<file path="config.mk">
export PLATFORM = sky130hd
export DESIGN_NAME = parity_checker_rx_flat
export DESIGN_NICKNAME = d
export VERILOG_FILES = /design/src/rtl/parity_checker_rx_if.sv /design/src/rtl/parity_checker_rx.sv /design/src/flat_wrapper.sv
export SDC_FILE = /design/constraint.sdc
export NUM_CORES = 1
export LEC_CHECK = 0
export BUFFER_PORTS_ARGS = -buffer_cell sky130_fd_sc_hd__clkbuf_2
export CORE_ASPECT_RATIO = 1.75
export CORE_MARGIN = 5
export CORE_UTILIZATION = 30
export DETAILED_ROUTE_END_ITERATION = 12
export PLACE_DENSITY_LB_ADDON = 0.3
export SKIP_LAST_GASP = 1
export SLEW_MARGIN = 10
export SYNTH_ARGS = -nofsm -noshare
export SYNTH_HDL_FRONTEND = slang
export SYNTH_SLANG_ARGS = --single-unit
</file>
<file path="constraint.sdc">
create_clock -name clk -period 2.07 [get_ports clk]
set_input_delay 0.621 -clock clk [delete_from_list [all_inputs] [get_ports clk]]
set_output_delay 0.621 -clock clk [all_outputs]
set_load 0.03 [all_outputs]
</file>
<file path="src/rtl/parity_checker_rx_if.sv">
`default_nettype none
// ============================================================================
// Module   : parity_checker_rx_if
// Brief    : Serial-line and received-word bundle for parity_checker_rx.
// Revision : 1.0  initial release
// ============================================================================
interface parity_checker_rx_if #(
  parameter int DATA_W = 8
);
  logic              bit_en;
  logic              serial_in;
  logic [DATA_W-1:0] data_out;
  logic              data_valid;
  logic              parity_err;
  logic              frame_err;
  logic              busy;
  logic [7:0]        err_count;

  modport master (
    output bit_en, serial_in,
    input  data_out, data_valid, parity_err, frame_err, busy, err_count
  );

  modport slave (
    input  bit_en, serial_in,
    output data_out, data_valid, parity_err, frame_err, busy, err_count
  );
endinterface
`default_nettype wire

</file>
<file path="src/rtl/parity_checker_rx.sv">
`default_nettype none
// ============================================================================
// Module   : parity_checker_rx
// Brief    : Strobed serial receiver (start, LSB-first data, parity, stop)
//            with parity/framing checks and a saturating error counter.
// Revision : 1.0  initial release
// ============================================================================
module parity_checker_rx #(
  parameter int DATA_W     = 8,
  parameter bit ODD_PARITY = 1'b0
) (
  input  logic                 clk,
  input  logic                 rst,
  parity_checker_rx_if.slave   bus
);

  localparam int                c_IDX_W    = (DATA_W > 1) ? $clog2(DATA_W) : 1;
  localparam logic [c_IDX_W-1:0] c_LAST_IDX = c_IDX_W'(DATA_W - 1);
  localparam logic [c_IDX_W-1:0] c_IDX_ONE  = c_IDX_W'(1);

  typedef enum logic [2:0] {
    S_IDLE   = 3'd0,
    S_DATA   = 3'd1,
    S_PARITY = 3'd2,
    S_STOP   = 3'd3,
    S_BREAK  = 3'd4
  } state_t;

  state_t              r_state;
  state_t              w_state_nxt;
  logic [c_IDX_W-1:0]  r_idx;
  logic [c_IDX_W-1:0]  w_idx_nxt;
  logic [DATA_W-1:0]   r_shift;
  logic [DATA_W-1:0]   w_shift_nxt;
  logic                r_xor;
  logic                w_xor_nxt;
  logic                w_done;
  logic                w_ferr;
  logic                w_perr;

  logic [DATA_W-1:0]   r_data_out;
  logic                r_valid;
  logic                r_perr;
  logic                r_ferr;
  logic [7:0]          r_err_cnt;

  always_ff @(posedge clk) begin
    if (rst) begin
      r_state <= S_IDLE;
    end else begin
      r_state <= w_state_nxt;
    end
  end

  // r_xor accumulates data bits and then the parity bit, so at STOP it
  // already holds the full even-parity syndrome.
  always_comb begin
    w_state_nxt = r_state;
    w_idx_nxt   = r_idx;
    w_shift_nxt = r_shift;
    w_xor_nxt   = r_xor;
    w_done      = 1'b0;
    w_ferr      = 1'b0;
    if (bus.bit_en) begin
      unique case (r_state)
        S_IDLE: begin
          if (!bus.serial_in) begin
            w_state_nxt = S_DATA;
            w_idx_nxt   = '0;
            w_xor_nxt   = 1'b0;
          end
        end
        S_DATA: begin
          w_shift_nxt[r_idx] = bus.serial_in;
          w_xor_nxt          = r_xor ^ bus.serial_in;
          if (r_idx == c_LAST_IDX) begin
            w_state_nxt = S_PARITY;
          end else begin
            w_idx_nxt = r_idx + c_IDX_ONE;
          end
        end
        S_PARITY: begin
          w_xor_nxt   = r_xor ^ bus.serial_in;
          w_state_nxt = S_STOP;
        end
        S_STOP: begin
          w_done      = 1'b1;
          w_ferr      = ~bus.serial_in;
          w_state_nxt = bus.serial_in ? S_IDLE : S_BREAK;
        end
        S_BREAK: begin
          if (bus.serial_in) begin
            w_state_nxt = S_IDLE;
          end
        end
        default: begin
          w_state_nxt = S_IDLE;
        end
      endcase
    end
  end

  assign w_perr = r_xor ^ ODD_PARITY;

  always_ff @(posedge clk) begin
    if (rst) begin
      r_idx      <= '0;
      r_shift    <= '0;
      r_xor      <= 1'b0;
      r_data_out <= '0;
      r_valid    <= 1'b0;
      r_perr     <= 1'b0;
      r_ferr     <= 1'b0;
      r_err_cnt  <= 8'd0;
    end else begin
      r_idx   <= w_idx_nxt;
      r_shift <= w_shift_nxt;
      r_xor   <= w_xor_nxt;
      r_valid <= w_done;
      if (w_done) begin
        r_data_out <= r_shift;
        r_perr     <= w_perr;
        r_ferr     <= w_ferr;
        if ((w_perr || w_ferr) && (r_err_cnt != 8'hFF)) begin
          r_err_cnt <= r_err_cnt + 8'd1;
        end
      end
    end
  end

  assign bus.data_out   = r_data_out;
  assign bus.data_valid = r_valid;
  assign bus.parity_err = r_perr;
  assign bus.frame_err  = r_ferr;
  assign bus.busy       = (r_state != S_IDLE);
  assign bus.err_count  = r_err_cnt;

endmodule
`default_nettype wire

</file>
<file path="src/flat_wrapper.sv">
// flat-port wrapper written by rule: the top's interface ports become plain ports
module parity_checker_rx_flat 
#(
  parameter int DATA_W     = 8,
  parameter bit ODD_PARITY = 1'b0
)
  (clk, rst, bus_bit_en, bus_serial_in, bus_data_out, bus_data_valid, bus_parity_err, bus_frame_err, bus_busy, bus_err_count);
  parity_checker_rx_if #(.DATA_W(DATA_W)) bus_i ();
  input  logic clk;
  input  logic rst;
  input wire logic [$bits(bus_i.bit_en)-1:0] bus_bit_en;
  input wire logic [$bits(bus_i.serial_in)-1:0] bus_serial_in;
  output wire logic [$bits(bus_i.data_out)-1:0] bus_data_out;
  output wire logic [$bits(bus_i.data_valid)-1:0] bus_data_valid;
  output wire logic [$bits(bus_i.parity_err)-1:0] bus_parity_err;
  output wire logic [$bits(bus_i.frame_err)-1:0] bus_frame_err;
  output wire logic [$bits(bus_i.busy)-1:0] bus_busy;
  output wire logic [$bits(bus_i.err_count)-1:0] bus_err_count;
  assign bus_i.bit_en = bus_bit_en;
  assign bus_i.serial_in = bus_serial_in;
  assign bus_data_out = bus_i.data_out;
  assign bus_data_valid = bus_i.data_valid;
  assign bus_parity_err = bus_i.parity_err;
  assign bus_frame_err = bus_i.frame_err;
  assign bus_busy = bus_i.busy;
  assign bus_err_count = bus_i.err_count;
  parity_checker_rx #(.DATA_W(DATA_W), .ODD_PARITY(ODD_PARITY)) u_core (.clk(clk), .rst(rst), .bus(bus_i));
endmodule
</file>
=== After elaboration in Yosys (flattened, before gate mapping) ===
Index checks and enable logic that the tools add are counted.

* Register bits after elaboration: 34
* Input port bits: 4
* Word-level logic and storage cells: 55

* Equal/unequal tests: 10
* Mux-type cells: 17
* Reduce and logical (&&, ||, !) cells: 13
* $add $sub $neg: 2
* Bitwise gates (word level): 2
* $lt $le $gt $ge: 2

{| class="wikitable"
|+ Operator list
! operator !! count
|-
| two-way mux 3 bit || 6
|-
| one-hot mux 3 bit (5 select lines) || 1
|-
| adder 8 x 1 -> 8 bit, second input constant || 1
|-
| bitwise mux 8 bit || 1
|-
| != test 8 bit, second input constant || 1
|-
| AND reduction 4 bit || 2
|-
| == test 3 x 2 -> 1 bit, second input constant || 2
|-
| == test 3 bit, second input constant || 2
|-
| two-way mux 1 bit || 6
|-
| != test 2 bit, second input constant || 3
|-
| one-hot mux 3 bit (2 select lines) || 1
|-
| < comparator 3 x 4 -> 1 bit, second input constant || 1
|-
| AND reduction 2 bit || 2
|-
| nonzero test 2 bit || 2
|-
| adder 3 x 1 -> 3 bit, second input constant || 1
|-
| demux 1 bit (select 3 bit) || 1
|-
| == test 3 x 1 -> 1 bit, second input constant || 1
|-
| >= comparator 3 x 1 -> 1 bit, second input constant || 1
|-
| zero test 3 bit || 1
|-
| AND reduction 3 bit || 1
|-
| nonzero test 3 bit || 1
|-
| logical AND 1 bit || 2
|-
| != test 2 x 1 -> 1 bit, second input constant || 1
|-
| one-hot mux 1 bit (2 select lines) || 1
|-
| other kinds (4) || 4
|}

=== Depth between registers and ports, before layout ===
Gate-level depths: netlist (run 1).

* Depth after elaboration: 6
* Mapped depth: 6
* Mapped depth without buffers: 6

=== Least setup slack after synthesis (run 1) ===
OpenSTA, ideal clock, no wires.

* Path type: register to register
* Start: register u_core.r_idx[0]
* End: register u_core.r_idx[1]
* Slack: 0.280 ns
* Arrival time: 1.720 ns
* Library setup time: 0.070 ns
* Data required time: 2.000 ns
* Cell stages (with the launch flop): 7
* Cells stage by stage: dfxtp_1 -> ha_1 -> ha_1 -> mux2_1 -> or3_4 -> or3_1 -> a21oi_1

* Longest elaborated chain between the ends: 3
* Elaborated cells between the ends (all ways): 6
* Those cells by class: add/sub: 1; eq/ne: 2; mux: 2; reduce/logical: 1

{| class="wikitable"
|+ Ends and longest elaborated chain
! what !! RTL line !! RTL
|-
| start: declaration || parity_checker_rx.sv:31 || <nowiki>logic [c_IDX_W-1:0] r_idx;</nowiki>
|-
| start signal: assignment || parity_checker_rx.sv:116 || <nowiki>r_idx <= w_idx_nxt;</nowiki>
|-
| adder 3 x 1 -> 3 bit / == test 3 bit (equally long branches) || parity_checker_rx.sv:79, parity_checker_rx.sv:76 ||
|-
| two-way mux 3 bit / != test 2 bit (equally long branches) || - ||
|-
| one-hot mux 3 bit (2 select lines) / AND reduction 4 bit (equally long branches) || - ||
|}

Parallel ways exist; a longest one is shown, timed or not. The select of a mux whose other input is x is not followed.
A chain may end at the register's enable or synchronous reset.

=== Worst setup path in the final report (run 1) ===
Same ends and word-level chain as after synthesis.

==> run_results.csv, run 1 <==
group,metric,value,unit
die,dieArea,6720,sq um
pwr,seqPwrFrac,0.495,
timing,clock_skew,0.00769,ns
worst_setup_path,crit_family,"simple AND/OR/NAND/NOR gates",
cells_and_area,finalNonFillerCells,262,
timing,fin_setup_tns,0,ns
placement,dp_cells,255,
cts,cts_buffers,5,
die,core,4980,sq um
cts,cts-root-buf,"clkbuf_8",
worst_setup_path,cp.buffers_inverters,0,
timing,fin_ws,0.157,ns
grt,grt_pass1_wl,5840,um
worst_setup_path,path_cells,"ha_1 > ha_1 > mux2_1 > or3_4 > or3_1 > a21oi_1",
cts,clkSinkCount,34,
die,num_rows,34,
placement,io_buffers,23,
die,die_h,105,um
cells_and_area,area.growth.synth_to_final,20.0,%
cells_and_area,design_area,1850,sq um
grt,grt_pass1_vias,1336,
timing,hold_violations,0,
cts,cts_tree,"yes",
die,io_pins,24,
yosys,syn_area,1540,sq um
grt,track_usage,0.108,
placement,gp_congestion,0.804,
route,drt_iter0_drc,30,
pwr,powerDensity,725,nW/um^2
timing,max_slew_margin,0.542,
yosys,yosysTopAreaCell,"dfxtp_1",
cells_and_area,nNetsFinal,215,
route,vias,1332,
pwr,p_switching,273,uW
pwr,p_leak,0.742,nW
yosys,ys_ff_latch,34,
outcome,status,"completed",
cts,hold_buffers,0,
worst_hold_path,min_path_type,"flip-flop to flip-flop",
grt,antenna_found_initial,0,
yosys,synth.area.top_cells,"dfxtp_1, nand2_1, a21oi_1",
timing,min_period,1.91,ns
timing,fmax,0.523,GHz
pwr,power_switching_share,0.204,
die,initial_core_util,0.309,
timing,whs,0.454,ns
yosys,synth-edff-count,0,
placement,hpwl,2520,um
yosys,syn_inst,182,
worst_setup_path,cpMaxStageDelayCell,"or3_4",
worst_setup_path,critPathCaptureType,"flip-flop",
pwr,intPower,1.06,mW
worst_setup_path,critical_path.max_fanout,6,
run,max_cap_violations,0,
timing,setup_viol,0,
timing,tightest_slew,0.687,ns
cts,cts_max_level,2,
cells_and_area,antenna_cells,0,
route,drc_errors,0,
timing,slew_violations,0,
yosys,synth.distinct_cells,36,
pwr,peakVddDrop,0.000563,V
cts,clk_pin_slew,0.07,ns
route,drtAntennaViolNets,0,
grt,gr-total-overflow,0,
cells_and_area,drive_gt1_frac,0.202,
yosys,yosysWarnings,0,
cts,clk_latency,0.28,ns
pwr,pwr-share-clk,0.459,
grt,grt_max_degree,35,
worst_setup_path,crit_type,"flip-flop to flip-flop",
worst_setup_path,cp.arrival,2.11,ns
yosys,async_flop_share,0,
yosys,synth_top_area_frac,0.442,
route,wire_per_inst,13.0,um
worst_setup_path,required,2.27,ns
pwr,combPwrFrac,0.046,
route,first_pass_iters,4,
placement,dpl-instance-area,1730,sq um
yosys,yosysSeqAreaShare,0.442,
die,die_w,64.1,um
timing,rsz0062_at_grt,"false",
worst_setup_path,slowest_delay,0.35,ns
route,viasPerCell,5.08,
worst_setup_path,path_common_cell,"ha_1",
cts,cts_buffer_depth,2,
yosys,ys.flop_type,"dfxtp_1",
route,wirelength,3410,um
placement,place_worst_setup_slack,0.166,ns
cts,post_cts_buffers,0,
worst_setup_path,start_kind,"flip-flop",
timing,fin_crit_sh,0.924,
yosys,avgSynthCellArea,8.46,sq um
yosys,syn_nets,189,
cts,cts_resized,0,
## area by class of cell
cell class                      instances  area [sq um]
Fill cell                             531          3130
Multi-Input combinational cell        132           792
Sequential cell                        34           681
Timing Repair Buffer                   32           183
Clock buffer                            6          82.6
Tap cell                               54          67.6
Clock inverter                          1          30.0
Inverter                                3          11.3
## worst reg2reg max path: stages (launching register included)
cell and delay, ns:
dfxtp_1 0.31, ha_1 0.19, ha_1 0.22, mux2_1 0.30, or3_4 0.35, or3_1 0.31
a21oi_1 0.15
## power by group through the flow
stage	clock (mW)	combinational (mW)	sequential [mW]
after global routing	0.660	0.0687	0.663
after CTS	0.633	0.0631	0.663
after global placement	0	0.0628	0.678
after floorplan	0	0.0445	0.675
after detailed placement	0	0.0629	0.678
final	0.614	0.0616	0.663
## worst paths after layout
path / startpoint / endpoint / slack [ns] / cells after the start
max reg2reg: u_core.r_idx[0] / u_core.r_idx[1] / 0.16 / 6
max: u_core.r_idx[0] / u_core.r_idx[1] / 0.16 / 6
min: u_core.bus.data_out[1] / u_core.bus.data_out[1] / 0.45 / 2
min reg2reg: u_core.bus.data_out[1] / u_core.bus.data_out[1] / 0.45 / 2
## logic make-up (layout without fill, tap and decap cells)
family	count (synthesis)	count (layout)	synth area share
compound gates	31	31	0.123
xor+xnor	4	4	0.0228
fa+ha+maj	3	3	0.0244
buf+inv	16	42	0.0431
flops	34	34	0.442
mux	10	10	0.0659
simple gates	84	84	0.279
## synth_stat cells, types with 2 or more instances
cell type,count
or3_1,7
nor2_1,22
nand4_1,2
inv_1,3
nor4b_1,2
nand4b_1,3
nand2_1,26
a21oi_1,19
dfxtp_1,34
nor3_1,5
mux2i_1,9
clkbuf_1,10
ha_1,3
nand2b_1,3
nor2b_1,2
o21ai_0,3
nand3_1,5
a31oi_1,3
xor2_1,4
## registers in the layout (all words and copies together) (netlist names)
register,count
u_core.bus.data_valid,1
u_core.r_xor,1
u_core.bus.frame_err,1
u_core.r_idx,3
u_core.r_state,3
u_core.bus.parity_err,1
u_core.r_shift,8
u_core.bus.data_out,8
u_core.bus.err_count,8
## layer usage
metal	share of wire	track usage	vias up
met3	0.040	0.0290	6
met2	0.57	0.204	21
met5	0	0	-
met1	0.37	0.101	621
li1	-	-	684
met4	0.023	0.0553	0
## per-stage QoR
stage,util,total power [mW]
global placement,0.348,0.741
CTS,0.371,1.36
global route,0.371,1.39
detailed placement,0.348,0.741
finish,0.371,1.34
floorplan,-,0.719
## layout by cell type, fill, tap and decap left out, types with 2 or more instances in the layout
cell type	count
nor3_1	5
nor2_1	22
clkbuf_8	6
buf_4	9
a31oi_1	3
clkbuf_2	23
nand2_1	26
ha_1	3
nand4_1	2
o21ai_0	3
nand4b_1	3
xor2_1	4
a21oi_1	19
mux2i_1	9
or3_1	7
nor4b_1	2
nand3_1	5
nor2b_1	2
nand2b_1	3
dfxtp_1	34
inv_1	3
Note: power is estimated with default switching activity, not from simulation.
==> run 2, diff against run 1 <==
- MAX_ROUTING_LAYER: not set -> met4
==> run 2 against run 1 <==
  * Sequential power barely moved
  * Non-clock buffer count unchanged
  * Die area is the same
  * Global-route usage up 0.37 points
  * Maximum frequency barely moved
  * Largest power group unchanged
  * Highest routed layer unchanged
  * Critical path type unchanged
  * Cell area did not move
  * Setup slack got worse by 0.00089 ns
  * Clock power is essentially flat
==> run_results.csv, run 2 (synthesis gave the netlist of run 1 again) <==
group,metric,value,unit
pwr,peakVddDrop,0.000563,V
timing,clock_skew,0.00845,ns
worst_setup_path,crit_type,"flip-flop to flip-flop",
cells_and_area,design_area,1850,sq um
worst_setup_path,cp.arrival,2.11,ns
placement,hpwl,2520,um
route,viasPerCell,5.08,
die,die_w,64.1,um
cts,cts_buffers,5,
die,core,4980,sq um
pwr,p_leak,0.742,nW
placement,dpl-instance-area,1730,sq um
worst_setup_path,r2r_start,"u_core.r_idx[0]",
route,drc_errors,0,
route,wirelength,3430,um
grt,gr-total-overflow,0,
cells_and_area,drive_gt1_frac,0.202,
grt,grt_max_degree,35,
die,dieArea,6720,sq um
cts,hold_buffers,0,
timing,setup_viol,0,
worst_hold_path,min_path_type,"flip-flop to flip-flop",
timing,fmax,0.522,GHz
worst_setup_path,critPathCaptureType,"flip-flop",
die,initial_core_util,0.309,
cts,post_cts_buffers,0,
worst_hold_path,hold_end,"u_core.bus.data_out[1]",
die,io_pins,24,
grt,grt_pass1_vias,1336,
worst_setup_path,critical_path.max_fanout,6,
grt,antenna_found_initial,0,
placement,io_buffers,23,
cells_and_area,antenna_cells,0,
route,first_pass_iters,4,
pwr,combPwrFrac,0.046,
worst_setup_path,r2r-end,"u_core.r_idx[1]",
worst_setup_path,start_kind,"flip-flop",
pwr,intPower,1.06,mW
timing,fin_crit_sh,0.925,
placement,gp_congestion,0.816,
pwr,power_switching_share,0.204,
die,num_rows,34,
cells_and_area,nFillCells,531,
cells_and_area,final_common_cell,"dfxtp_1",
route,drtAntennaViolNets,0,
cts,cts_tree,"yes",
timing,min_period,1.91,ns
cells_and_area,mostFrequentLayoutCells,"dfxtp_1, nand2_1, clkbuf_2, nor2_1, a21oi_1",
cts,clk_pin_slew,0.07,ns
pwr,powerDensity,725,nW/um^2
pwr,p_switching,274,uW
pwr,pwr-share-clk,0.458,
cts,cts_resized,0,
die,die_h,105,um
run,max_cap_violations,0,
cts,cts_max_level,2,
grt,track_usage,0.112,
worst_hold_path,hp-start,"u_core.bus.data_out[1]",
pwr,seqPwrFrac,0.495,
worst_setup_path,rrSetupSlack,0.16,ns
outcome,status,"completed",
timing,slew_violations,0,
cells_and_area,nNetsFinal,215,
timing,fin_setup_tns,0,ns
route,drt_iter0_drc,31,
route,wire_per_inst,13.1,um
timing,max_slew_margin,0.541,
cts,cts_buffer_depth,2,
timing,tightest_slew,0.688,ns
worst_setup_path,required,2.27,ns
cts,clk_latency,0.28,ns
worst_setup_path,r2r_cells,6,
route,vias,1330,
cts,cts-root-buf,"clkbuf_8",
grt,grt_pass1_wl,5840,um
cts,clkSinkCount,34,
worst_hold_path,worstHoldPathCells,2,
timing,hold_violations,0,
timing,whs,0.454,ns
timing,rsz0062_at_grt,"false",
cells_and_area,area.growth.synth_to_final,20.0,%
[run 2: power by group through the flow]
stage	logic (mW)	registers (mW)	clock network, mW
finish	0.0618	0.663	0.614
global route	0.0687	0.663	0.662
CTS	0.0631	0.663	0.633
detailed placement	0.0629	0.678	0
global placement	0.0628	0.678	0
floorplan	0.0445	0.675	0
[run 2: stage by stage]
step | setup slack, ns | total power [mW] | utilization | instances
after global placement | 0.196 | 0.741 | 0.348 | 255
after CTS | 0.147 | 1.36 | 0.371 | 262
final | 0.156 | 1.34 | 0.371 | 262
after floorplan | 0.280 | 0.719 | - | 182
after global routing | 0.0996 | 1.39 | 0.371 | 262
after detailed placement | 0.166 | 0.741 | 0.348 | 255
[run 2: cell type report]
type / instances / area [sq um] / share of cell area
Clock buffer: 6 / 82.6 / 0.0447
Clock inverter: 1 / 30.0 / 0.0163
Inverter: 3 / 11.3 / 0.00610
Multi-Input combinational cell: 132 / 792 / 0.429
Sequential cell: 34 / 681 / 0.369
Tap cell: 54 / 67.6 / 0.0366
Timing Repair Buffer: 32 / 183 / 0.0989
[run 2: critical path, stage by stage, from the launching register on]
cell and delay [ns]:
dfxtp_1 0.31, ha_1 0.19, ha_1 0.22, mux2_1 0.30
or3_4 0.35, or3_1 0.31, a21oi_1 0.15
[run 2: layer usage]
layer	vias to the layer above	part of all wire	global-route usage	wire (um)
met5	-	0	-	0
met1	620	0.38	0.101	1290
met4	0	0.024	0.0553	81
met3	5	0.039	0.0322	133
li1	683	-	-	-
met2	22	0.56	0.204	1930
[run 2: how the worst max path moves through the flow]
stage	to	depth (start not counted)	startpoint	slack (ns)
CTS	u_core.r_idx[1]	6	u_core.r_idx[0]	0.15
finish	u_core.r_idx[1]	6	u_core.r_idx[0]	0.16
floorplan	u_core.r_idx[1]	6	u_core.r_idx[0]	0.28
global route	u_core.r_idx[1]	6	u_core.r_idx[0]	0.1
global placement	u_core.r_idx[2]	6	u_core.r_idx[0]	0.20
detailed placement	u_core.r_idx[1]	6	u_core.r_idx[0]	0.17
==> run 3, diff against run 2 <==
- CAP_MARGIN: not set -> 10
- clock period: 2.07 -> 1.6 ns (I/O delays scaled with it)
==> run 3 against run 2 <==
  * The flow now finishes with violations (setup timing)
  * Via count increased by 6.8%
  * First-iteration DRC count up 39%
  * Clock power rose by 8.8%
  * Setup slack got worse by 0.33 ns
  * Combinational power is 88% higher
  * Clock skew down 0.0020 ns
  * Cell area rose by 12%
  * Register-to-register slack lost 0.33 ns
  * Non-clock buffer count rose by 19
  * Power up 22%
  * Utilization grew 4.3 points
  * Critical path type unchanged
  * Highest routed layer unchanged
==> run_results.csv, run 3 (synthesis gave the netlist of run 1 again) <==
group,metric,value,unit
outcome,status,"finished with violations",
outcome,violations,"setup timing",
pwr,p_switching,388,uW
placement,dpl-instance-area,1900,sq um
timing,setup_viol,4,
die,die_h,105,um
cts,cts_max_level,2,
worst_hold_path,worstHoldPathCells,2,
grt,globalRoute.busiestLayer,"met2",
die,initial_core_util,0.309,
timing,clock_skew,0.00649,ns
cts,clkSinkCount,34,
placement,place_worst_setup_slack,-0.190,ns
cells_and_area,antenna_cells,0,
timing,fin_setup_tns,-0.522,ns
die,dieArea,6720,sq um
route,wire_per_inst,12.5,um
pwr,seqPwrFrac,0.521,
timing,min_period,1.77,ns
timing,fin_ws,-0.171,ns
pwr,powerDensity,794,nW/um^2
cts,cts_tree,"yes",
pwr,power_switching_share,0.237,
die,core,4980,sq um
route,viasPerCell,5.04,
grt,use_met1,0.115,
cells_and_area,final_common_cell,"dfxtp_1",
timing,tightest_slew,0.324,ns
pwr,pwr-share-clk,0.408,
run,max_cap_violations,0,
route,drtAntennaViolNets,0,
grt,antenna_found_initial,0,
worst_setup_path,critical_path.max_fanout,4,
grt,gr-total-overflow,0,
cells_and_area,drive_gt1_frac,0.320,
pwr,combPwrFrac,0.071,
grt,grt_max_degree,23,
placement,dp_cells,271,
cells_and_area,multiInputGateArea,846,sq um
worst_setup_path,start_kind,"flip-flop",
pwr,p_leak,0.837,nW
die,io_pins,24,
cts,cts_buffer_depth,2,
cells_and_area,finalNonFillerCells,282,
worst_setup_path,critPathCaptureType,"flip-flop",
cts,hold_buffers,0,
worst_setup_path,cp.arrival,1.99,ns
timing,fin_crit_sh,1.11,
cts,clk_pin_slew,0.07,ns
die,die_w,64.1,um
cells_and_area,area.growth.synth_to_final,34.0,%
cells_and_area,fin_util,0.414,
placement,io_buffers,23,
worst_setup_path,required,1.82,ns
cts,clk_latency,0.28,ns
timing,rsz0062_at_grt,"true",
cells_and_area,nNetsFinal,234,
worst_setup_path,rrSetupSlack,-0.17,ns
cells_and_area,design_area,2060,sq um
pwr,peakVddDrop,0.000577,V
timing,slew_violations,0,
grt,use_met2,0.217,
worst_setup_path,crit_type,"flip-flop to flip-flop",
route,drc_errors,0,
grt,grt_pass1_vias,1447,
placement,gp_congestion,0.747,
route,vias,1420,
placement,hpwl,2570,um
worst_setup_path,r2r_cells,6,
route,first_pass_iters,4,
cts,cts_buffers,5,
die,num_rows,34,
pwr,finalPower,1.64,mW
timing,hold_violations,0,
route,wirelength,3540,um
timing,max_slew_margin,0.781,
timing,whs,0.456,ns
grt,grt_use_met3,0.0269,
cells_and_area,regArea,688,sq um
worst_hold_path,min_path_type,"flip-flop to flip-flop",
cells_and_area,nFillCells,533,
cts,cts-root-buf,"clkbuf_8",
grt,grt_pass1_wl,6280,um
pwr,intPower,1.25,mW
cells_and_area,mostFrequentLayoutCells,"dfxtp_1, nand2_1, buf_4, nor2_1, clkbuf_2",
route,drt_iter0_drc,43,
grt,track_usage,0.116,
timing,fmax,0.565,GHz
[run 3: what timing repair did]
item / 4_1_cts / 5_1_grt
setup endpoints to repair: 4 / 11
resized for setup: 6 / 6
gates cloned: 0 / 0
pin swaps: 5 / 3
setup buffers: 2 / 1
[run 3: critical path, cell delays in order (launching register included)]
cell	delay, ns
dfxtp_2	0.34
ha_4	0.16
ha_4	0.15
mux2_4	0.25
or3_4	0.36
or3_1	0.34
a21oi_2	0.11
[run 3: cell type report]
cell class              count  area share
flip-flops and latches     34       0.334
clock inverters             2     0.00607
repair buffers             51       0.172
well taps                  54      0.0328
inverters                   3     0.00546
clock buffers               6      0.0400
multi-input cells         132       0.410
[run 3: worst paths after layout]
| kind | from | to |
|---|---|---|
| hold reg to reg | u_core.bus.data_out[5] | u_core.bus.data_out[5] |
| setup reg to reg | u_core.r_idx[0] | u_core.r_idx[0] |
| setup / recovery | u_core.r_idx[0] | u_core.r_idx[0] |
| hold / removal | u_core.bus.data_out[5] | u_core.bus.data_out[5] |
[run 3: power by group through the flow]
stage               Combinational, mW  Clock [mW]  Sequential, mW
CTS                             0.116       0.690           0.853
global route                    0.128       0.733           0.854
floorplan                      0.0596           0           0.874
finish                          0.116       0.668           0.853
detailed placement              0.108           0           0.874
global placement                0.107           0           0.874
[run 3: per-layer routing]
metal  vias to the layer above  share of wire
met5                         -              0
met4                         0          0.011
met3                         4          0.029
met2                        18           0.57
met1                       675           0.39
li1                        723              -
